<file path="src/rtl/sad_controller.sv">
// Sum-of-absolute-differences sequencer: walks N_PIXELS pixel pairs through one
// shared subtractor and accumulates |A-B| into a registered SAD result.
module sad_controller #(
    parameter int DATA_W   = 8,
    parameter int N_PIXELS = 16,
    parameter int ADDR_W   = 4,
    parameter int SAD_W    = 12
) (
    input  logic              clk,
    input  logic              rst_n,
    input  logic              go,
    output logic [ADDR_W-1:0] mem_addr,
    output logic              mem_rd,
    input  logic [DATA_W-1:0] a_data,
    input  logic [DATA_W-1:0] b_data,
    output logic [DATA_W-1:0] sub_a,
    output logic [DATA_W-1:0] sub_b,
    input  logic [DATA_W-1:0] sub_diff,
    output logic              busy,
    output logic              done,
    output logic [SAD_W-1:0]  sad,
    output logic              sad_valid
);

    typedef enum logic [1:0] {
        ST_IDLE  = 2'd0,
        ST_FETCH = 2'd1,
        ST_ACC   = 2'd2,
        ST_DONE  = 2'd3
    } state_t;

    localparam logic [ADDR_W-1:0] LAST_IDX = ADDR_W'(N_PIXELS - 1);
    localparam logic [ADDR_W:0]   N_EXT    = (ADDR_W + 1)'(N_PIXELS);

    state_t              state_r;
    state_t              state_next_s;
    logic [ADDR_W-1:0]   idx_r;
    logic [SAD_W-1:0]    acc_r;
    logic [ADDR_W-1:0]   mem_addr_r;
    logic                mem_rd_r;
    logic                busy_r;
    logic                done_r;
    logic [SAD_W-1:0]    sad_r;
    logic                sad_valid_r;
    logic                last_s;
    logic [ADDR_W:0]     idx_p2_s;
    logic [SAD_W-1:0]    diff_ext_s;
    logic [SAD_W-1:0]    acc_sum_s;

    assign mem_addr  = mem_addr_r;
    assign mem_rd    = mem_rd_r;
    assign busy      = busy_r;
    assign done      = done_r;
    assign sad       = sad_r;
    assign sad_valid = sad_valid_r;

    assign last_s     = (idx_r == LAST_IDX);
    assign idx_p2_s   = {1'b0, idx_r} + (ADDR_W + 1)'(2);
    assign diff_ext_s = {{(SAD_W - DATA_W){1'b0}}, sub_diff};
    assign acc_sum_s  = acc_r + diff_ext_s;

    // Operand steering: the larger pixel is always the minuend.
    always_comb begin
        sub_a = a_data;
        sub_b = b_data;
        if (a_data >= b_data) begin
            sub_a = a_data;
            sub_b = b_data;
        end else begin
            sub_a = b_data;
            sub_b = a_data;
        end
    end

    // State register.
    always_ff @(posedge clk or negedge rst_n) begin
        if (!rst_n) begin
            state_r <= ST_IDLE;
        end else begin
            state_r <= state_next_s;
        end
    end

    // Next-state decode.
    always_comb begin
        state_next_s = state_r;
        case (state_r)
            ST_IDLE: begin
                if (go) begin
                    state_next_s = ST_FETCH;
                end else begin
                    state_next_s = ST_IDLE;
                end
            end
            ST_FETCH: state_next_s = ST_ACC;
            ST_ACC: begin
                if (last_s) begin
                    state_next_s = ST_DONE;
                end else begin
                    state_next_s = ST_ACC;
                end
            end
            ST_DONE: state_next_s = ST_IDLE;
            default: state_next_s = ST_IDLE;
        endcase
    end

    // Datapath and registered outputs; outputs are loaded one edge ahead so
    // they line up with the state they belong to.
    always_ff @(posedge clk or negedge rst_n) begin
        if (!rst_n) begin
            idx_r       <= '0;
            acc_r       <= '0;
            mem_addr_r  <= '0;
            mem_rd_r    <= 1'b0;
            busy_r      <= 1'b0;
            done_r      <= 1'b0;
            sad_r       <= '0;
            sad_valid_r <= 1'b0;
        end else begin
            case (state_r)
                ST_IDLE: begin
                    if (go) begin
                        acc_r       <= '0;
                        idx_r       <= '0;
                        sad_valid_r <= 1'b0;
                        mem_rd_r    <= 1'b1;
                        mem_addr_r  <= '0;
                        busy_r      <= 1'b1;
                    end else begin
                        mem_rd_r    <= 1'b0;
                    end
                end
                ST_FETCH: begin
                    mem_rd_r   <= 1'b1;
                    mem_addr_r <= ADDR_W'(1);
                end
                ST_ACC: begin
                    acc_r <= acc_sum_s;
                    idx_r <= idx_r + ADDR_W'(1);
                    if (last_s) begin
                        sad_r       <= acc_sum_s;
                        sad_valid_r <= 1'b1;
                        done_r      <= 1'b1;
                        busy_r      <= 1'b0;
                        mem_rd_r    <= 1'b0;
                    end else if (idx_p2_s < N_EXT) begin
                        mem_rd_r   <= 1'b1;
                        mem_addr_r <= idx_p2_s[ADDR_W-1:0];
                    end else begin
                        mem_rd_r   <= 1'b0;
                    end
                end
                ST_DONE: begin
                    done_r <= 1'b0;
                end
                default: begin
                    done_r   <= 1'b0;
                    busy_r   <= 1'b0;
                    mem_rd_r <= 1'b0;
                end
            endcase
        end
    end

endmodule

</file>
<file path="config.mk">
export PLATFORM = sky130hd
export DESIGN_NAME = sad_controller
export DESIGN_NICKNAME = d
export VERILOG_FILES = /design/src/rtl/sad_controller.sv
export SDC_FILE = /design/constraint.sdc
export NUM_CORES = 1
export LEC_CHECK = 0
export CAP_MARGIN = 10
export CELL_PAD_IN_SITES_DETAIL_PLACEMENT = 1
export CELL_PAD_IN_SITES_GLOBAL_PLACEMENT = 2
export CORE_AREA = 2 2 94 96
export CTS_BUF_LIST = sky130_fd_sc_hd__clkbuf_2
export CTS_CLUSTER_SIZE = 14
export DETAILED_ROUTE_END_ITERATION = 7
export DIE_AREA = 0 0 96 98
export PLACE_DENSITY_LB_ADDON = 0.08
export REMOVE_ABC_BUFFERS = 1
export SLEW_MARGIN = 20
export SYNTH_ARGS = -nofsm -noshare
export SYNTH_HDL_FRONTEND = slang
export SYNTH_SLANG_ARGS = --single-unit
</file>
<file path="constraint.sdc">
create_clock -name clk -period 5.9 [get_ports clk]
set_input_delay 1.18 -clock clk [delete_from_list [all_inputs] [get_ports clk]]
set_output_delay 1.18 -clock clk [all_outputs]
set_load 0.01 [all_outputs]
</file>
==> flow_metrics.env, run 1 <==
export IMPL_dpl_hpwl_um=4630
export IMPL_startpoint_type="input pin"
export IMPL_grt_max_degree=39
export IMPL_max_slew_margin_pct=39.5
export IMPL_grt_pass1_vias=2187
export IMPL_period_minus_slack_ns=5.22
export IMPL_place_gp_congestion=0.725
export IMPL_drt_iter0_drc=48
export IMPL_nets=371
export IMPL_vdd_drop_max_mv=0.145
export IMPL_powerDensity_mw_per_mm2=384
export IMPL_rsz0062_at_grt="false"
export IMPL_clk_path_buf_depth=2
export IMPL_die_w_um=96
export IMPL_maxSlewViolCount=0
export IMPL_gr_total_overflow=0
export IMPL_maxCapViolCount=0
export IMPL_cts_buffers_inserted=5
export IMPL_cp_required_ns=4.72
export IMPL_synth_edf_count=0
export IMPL_syn_area_mm2=0.00248
export IMPL_synth_cells=258
export IMPL_grt_total_usage_pct=14.2
export IMPL_worst_ep_arrival_time_ns=4.04
export IMPL_setup_tns_final_ns=0
export IMPL_n_antenna_cell=0
export IMPL_drt_total_wl_um=6200
export IMPL_avgSynthCellArea_um2=9.61
export IMPL_vias_per_cell=4.94
export IMPL_synth_seq_cells=38
export IMPL_clock_sinks=38
export IMPL_yosysWarnings=0
export IMPL_io_buffers=62
export IMPL_setup_violations_final=0
export IMPL_fin_area_mm2=0.00323
export IMPL_yosysSeqAreaShare_pct=38.3
export IMPL_cts_resized=0
export IMPL_grt_pass1_wl_um=10700
export IMPL_coreArea_mm2=0.00847
export IMPL_worstPathMaxFanout=16
export IMPL_hold_viol=0
export IMPL_hp_class="reg2reg"
export IMPL_cts_tree="built"
export IMPL_tightestPinTransition_ns=0.907
export IMPL_drtAntennaViolNets=0
export IMPL_antenna_found_initial=0
export IMPL_clock_latency_ns=0.40
export IMPL_htreeDepth=2
export IMPL_ys_async_sr_fraction_pct=100
export IMPL_synth_distinct_cells=38
export IMPL_wire_per_inst_um=14.4
export IMPL_clk_pin_slew_worst_paths_ns=0.21
export IMPL_synth_flop_cell="dfrtp_1"
export IMPL_post_route_period_util_pct=88.5
export IMPL_finClkSkew_ns=0.0145
export IMPL_row_count=34
export IMPL_vias=2118
export IMPL_design_portCount=63
export IMPL_max_freq_mhz=191
export IMPL_die_area_mm2=0.00941
export IMPL_p_leak_nw=1.47
export IMPL_holdBufCountCts=0
export IMPL_area_delta_synth_final_pct=30.4
export IMPL_postCtsSetupRepairBufs=0
export IMPL_drive_above_1_share_pct=8.41
export IMPL_worstSetupPathType="in2out"
export IMPL_drc=0
export IMPL_drtPass1Iterations=4
export IMPL_cts_root_buf="clkbuf_2"
export IMPL_cp_end_kind="primary output"
export IMPL_start_util_pct=29.3
export IMPL_placedInstanceArea_mm2=0.00319
export IMPL_die_h_um=98
export IMPL_run_status="finished clean"
==> power by group <==
part	internal, mW	switching (mW)	leakage, nW	total [mW]
registers	0.362	0.0770	0.479	0.439
clock network	0.0271	0.0981	0.0264	0.125
logic	0.326	0.353	0.961	0.678
total	0.715	0.528	1.47	1.24
==> per-stage QoR <==
step                      util (%)  total power, mW  setup slack, ns  instances  hold WS (ns)
after detailed placement      37.7             1.14            0.666        421         0.470
after floorplan                  -            0.843             1.80        250         0.454
final                         38.2             1.24            0.676        429         0.509
after global routing          38.2             1.38            0.528        429         0.556
after global placement        37.7             1.13            0.703        421         0.461
after CTS                     38.2             1.27            0.654        429         0.518
==> layout make-up <==
type,count,area [µm²]
multi-input cells,191,1400
flip-flops and latches,38,951
clock inverters,3,16.3
clock buffers,5,25.0
inverters,21,78.8
fillers,985,5230
repair buffers,63,623
well taps,108,135
==> critical path, stage by stage <==
cell             delay (ns)
clkdlybuf4s50_1        0.51
inv_1                  0.06
ha_1                   0.28
a21o_1                 0.18
a221o_1                0.38
a31oi_4                0.57
mux2_2                 0.41
clkdlybuf4s50_1        0.48
==> layout by cell type, fill, tap and decap left out, types with 2 or more instances in the layout <==
cell type,count
mux2_4,10
nor3_1,5
ha_1,23
o211ai_1,3
mux2_2,7
nand4_1,2
a32o_1,2
inv_1,21
o21ai_0,38
nor2_1,5
nor2b_1,3
nand3_1,7
clkdlybuf4s50_1,61
a21oi_1,8
dfrtp_1,38
a21o_1,3
and3_1,3
o2111ai_1,2
nand2_1,33
mux2i_1,4
xnor2_1,3
o31ai_1,2
clkbuf_2,5
a211oi_1,2
a22oi_1,2
xor2_1,6
o21a_1,3
nand2b_1,5
==> Yosys cell counts, types with 2 or more instances <==
cell type | number | area (µm²)
dfrtp_1 | 38 | 951
o21ai_0 | 38 | 190
nand2_1 | 33 | 124
ha_1 | 23 | 288
inv_1 | 21 | 78.8
mux2_4 | 10 | 150
a21oi_1 | 8 | 40.0
clkbuf_1 | 7 | 26.3
mux2_2 | 7 | 78.8
nand3_1 | 7 | 35.0
xor2_1 | 6 | 52.6
nand2b_1 | 5 | 31.3
nor2_1 | 5 | 18.8
nor3_1 | 5 | 25.0
mux2i_1 | 4 | 40.0
a21o_1 | 3 | 22.5
and3_1 | 3 | 18.8
nor2b_1 | 3 | 18.8
o211ai_1 | 3 | 22.5
o21a_1 | 3 | 22.5
xnor2_1 | 3 | 26.3
a211oi_1 | 2 | 15.0
a22oi_1 | 2 | 15.0
a32o_1 | 2 | 20.0
nand4_1 | 2 | 12.5
o2111ai_1 | 2 | 17.5
o31ai_1 | 2 | 15.0
==> layer usage <==
layer / GRT usage, % / share of wire (%)
met5: 0 / 0
met4: 3.96 / 0.77
met3: 2.08 / 3.0
met2: 23.6 / 48
met1: 19.1 / 48
==> flip-flops by register name, summed over array words and instances (netlist names) <==
register	flops
acc_r	12
idx_r	4
mem_rd	1
mem_addr	4
state_r	2
sad	12
busy	1
sad_valid	1
done	1
==> worst paths after layout <==
kind	startpoint	endpoint	slack [ns]	depth (start not counted)
max in group asynchronous	rst_n	idx_r[3]	4.46	1
max reg2reg	state_r[0]	sad[10]	3.47	6
min	sad[4]	sad[4]	0.51	2
min reg2reg	sad[4]	sad[4]	0.51	2
min in group asynchronous	rst_n	acc_r[3]	0.88	1
max	b_data[6]	sub_b[7]	0.68	8
==> cells by family (layout without fill, tap and decap cells) <==
logic type               after synthesis  count (layout)  synth area share (%)
AO/OA/AOI/OAI                         72              72                  18.1
XOR/XNOR                               9               9                  3.18
adder cells (fa/ha/maj)               24              24                  12.4
buffers and inverters                 29              92                  5.05
flip-flops                            38              38                  38.3
multiplexers                          21              21                  10.8
AND/OR/NAND/NOR                       65              65                  12.1
Note: power is estimated with default switching activity, not from simulation.
==> run 2, diff against run 1 <==
==> constraint.sdc (replaced) <==
create_clock -name clk -period 5.9 [get_ports clk]
set_input_delay 0.885 -clock clk [delete_from_list [all_inputs] [get_ports clk]]
set_output_delay 0.885 -clock clk [all_outputs]
set_load 0.01 [all_outputs]
==> run 2 against run 1 <==
Against the previous run: largest cell class unchanged; fmax up 13%; power down 0.83%; worst hold slack lost 0.0019 ns; die area unchanged; sequential cell count is the same; wire length rose by 0.84%; count of clock-buffer cells in the layout stayed put; utilization fell by 0.15 points.
==> flow_metrics.env, run 2 (same netlist as run 1, synthesis figures left out) <==
export IMPL_n_antenna_cell=0
export IMPL_drt_iter0_drc=66
export IMPL_hold_viol=0
export IMPL_htreeDepth=2
export IMPL_p_leak_nw=1.46
export IMPL_post_route_period_util_pct=78.6
export IMPL_wire_per_inst_um=14.6
export IMPL_cts_resized=0
export IMPL_area_delta_synth_final_pct=29.9
export IMPL_drc=0
export IMPL_multiInputGateArea_mm2=0.00140
export IMPL_cts_root_buf="clkbuf_2"
export IMPL_grt_busiest_layer="met2"
export IMPL_place_gp_congestion=0.725
export IMPL_regArea_um2=951
export IMPL_clk_path_buf_depth=2
export IMPL_finClkSkew_ns=0.0263
export IMPL_die_h_um=98
export IMPL_startpoint_type="input pin"
export IMPL_postCtsSetupRepairBufs=0
export IMPL_clock_sinks=38
export IMPL_cts_buffers_inserted=5
export IMPL_final_setup_worst_slack_ns=1.27
export IMPL_hold_depth=2
export IMPL_worstSetupPathType="in2out"
export IMPL_clock_latency_ns=0.39
export IMPL_max_freq_mhz=216
export IMPL_holdPathEnd="sad[4]"
export IMPL_vdd_drop_max_mv=0.143
export IMPL_drive_above_1_share_pct=7.84
export IMPL_r2r_end="sad[10]"
export IMPL_drtPass1Iterations=3
export IMPL_hp_start="sad[4]"
export IMPL_coreArea_mm2=0.00847
export IMPL_design_portCount=63
export IMPL_drt_total_wl_um=6250
export IMPL_holdBufCountCts=0
export IMPL_grt_max_degree=39
export IMPL_run_status="finished clean"
export IMPL_powerDensity_mw_per_mm2=383
export IMPL_tightestPinTransition_ns=0.911
export IMPL_gr_total_overflow=0
export IMPL_maxCapViolCount=0
export IMPL_dpl_hpwl_um=4640
export IMPL_grt_pass1_vias=2205
export IMPL_cts_tree="built"
export IMPL_r2r_start="state_r[0]"
export IMPL_fillers=988
export IMPL_grt_use_met3_pct=3.01
export IMPL_hp_class="reg2reg"
export IMPL_cp_end_kind="primary output"
export IMPL_setup_violations_final=0
export IMPL_r2r_cells=6
export IMPL_rsz0062_at_grt="false"
export IMPL_nets=371
export IMPL_period_minus_slack_ns=4.63
export IMPL_vias=2084
export IMPL_finalPower_mw=1.23
export IMPL_setup_tns_final_ns=0
export IMPL_io_buffers=62
export IMPL_start_util_pct=29.3
export IMPL_cp_required_ns=5.02
export IMPL_worstPathMaxFanout=16
export IMPL_final_common_cell="clkdlybuf4s50_1"
export IMPL_dp_slack_ns=1.26
export IMPL_grtUsageMet1_pct=19.4
export IMPL_drtAntennaViolNets=0
export IMPL_grt_pass1_wl_um=10900
export IMPL_rrSetupSlack_ns=3.49
export IMPL_worst_ep_arrival_time_ns=3.75
export IMPL_die_area_mm2=0.00941
export IMPL_fin_area_mm2=0.00322
export IMPL_grtUsageMet2_pct=24.3
export IMPL_clk_pin_slew_worst_paths_ns=0.19
export IMPL_vias_per_cell=4.88
export IMPL_max_slew_margin_pct=39.3
export IMPL_die_w_um=96
export IMPL_grt_total_usage_pct=14.6
export IMPL_placedInstanceArea_mm2=0.00319
export IMPL_antenna_found_initial=0
export IMPL_maxSlewViolCount=0
export IMPL_layout_common_cells="clkdlybuf4s50_1, o21ai_0, dfrtp_1"
export IMPL_row_count=34
==> run 2: cell count changes in the layout (fill, tap and decap cells not counted), sizes merged <==
cell      previous run  this run
clkinvlp             1         0
clkinv               2         1
==> run 2: layout make-up <==
cell class / instances / share of cell area (%)
Tap cell: 108 / 4.20
Clock inverter: 1 / 0.117
Clock buffer: 5 / 0.777
Sequential cell: 38 / 29.5
Multi-Input combinational cell: 191 / 43.6
Timing Repair Buffer: 63 / 19.3
Inverter: 21 / 2.45
==> run 2: where the power goes <==
part,internal [mW],switching [mW],total [mW]
registers,0.362,0.0772,0.439
logic,0.326,0.354,0.680
clock network,0.0236,0.0897,0.113
total,0.711,0.521,1.23
==> run 2: worst max-delay path by stage <==
stage / start / endpoint / slack (ns) / depth (start not counted)
3_5_place_dp: b_data[6] / sub_b[7] / 1.26 / 8
5_1_grt: a_data[0] / sub_b[7] / 1.12 / 9
3_3_place_gp: b_data[6] / sub_b[7] / 1.29 / 8
6_report: b_data[6] / sub_b[7] / 1.27 / 8
2_1_floorplan: b_data[6] / sub_a[0] / 2.39 / 6
4_1_cts: b_data[6] / sub_b[7] / 1.24 / 8
==> run 2: stage by stage <==
step | utilization [%] | cells | hold slack (ns)
floorplan | - | 250 | 0.454
global placement | 37.7 | 421 | 0.461
detailed placement | 37.7 | 421 | 0.470
CTS | 38.0 | 427 | 0.514
global route | 38.0 | 427 | 0.549
finish | 38.0 | 427 | 0.507
==> run 2: critical path, cell delays in order <==
cell             delay (ns)
clkdlybuf4s50_1        0.51
inv_1                  0.06
ha_1                   0.28
a21o_1                 0.18
a221o_1                0.38
a31oi_4                0.57
mux2_2                 0.41
clkdlybuf4s50_1        0.48
==> run 2: metal layers <==
layer  wire length, µm  share of wire [%]
met1              3050                 49
met4                57               0.91
met5                 0                  0
met2              2960                 47
met3               185                3.0
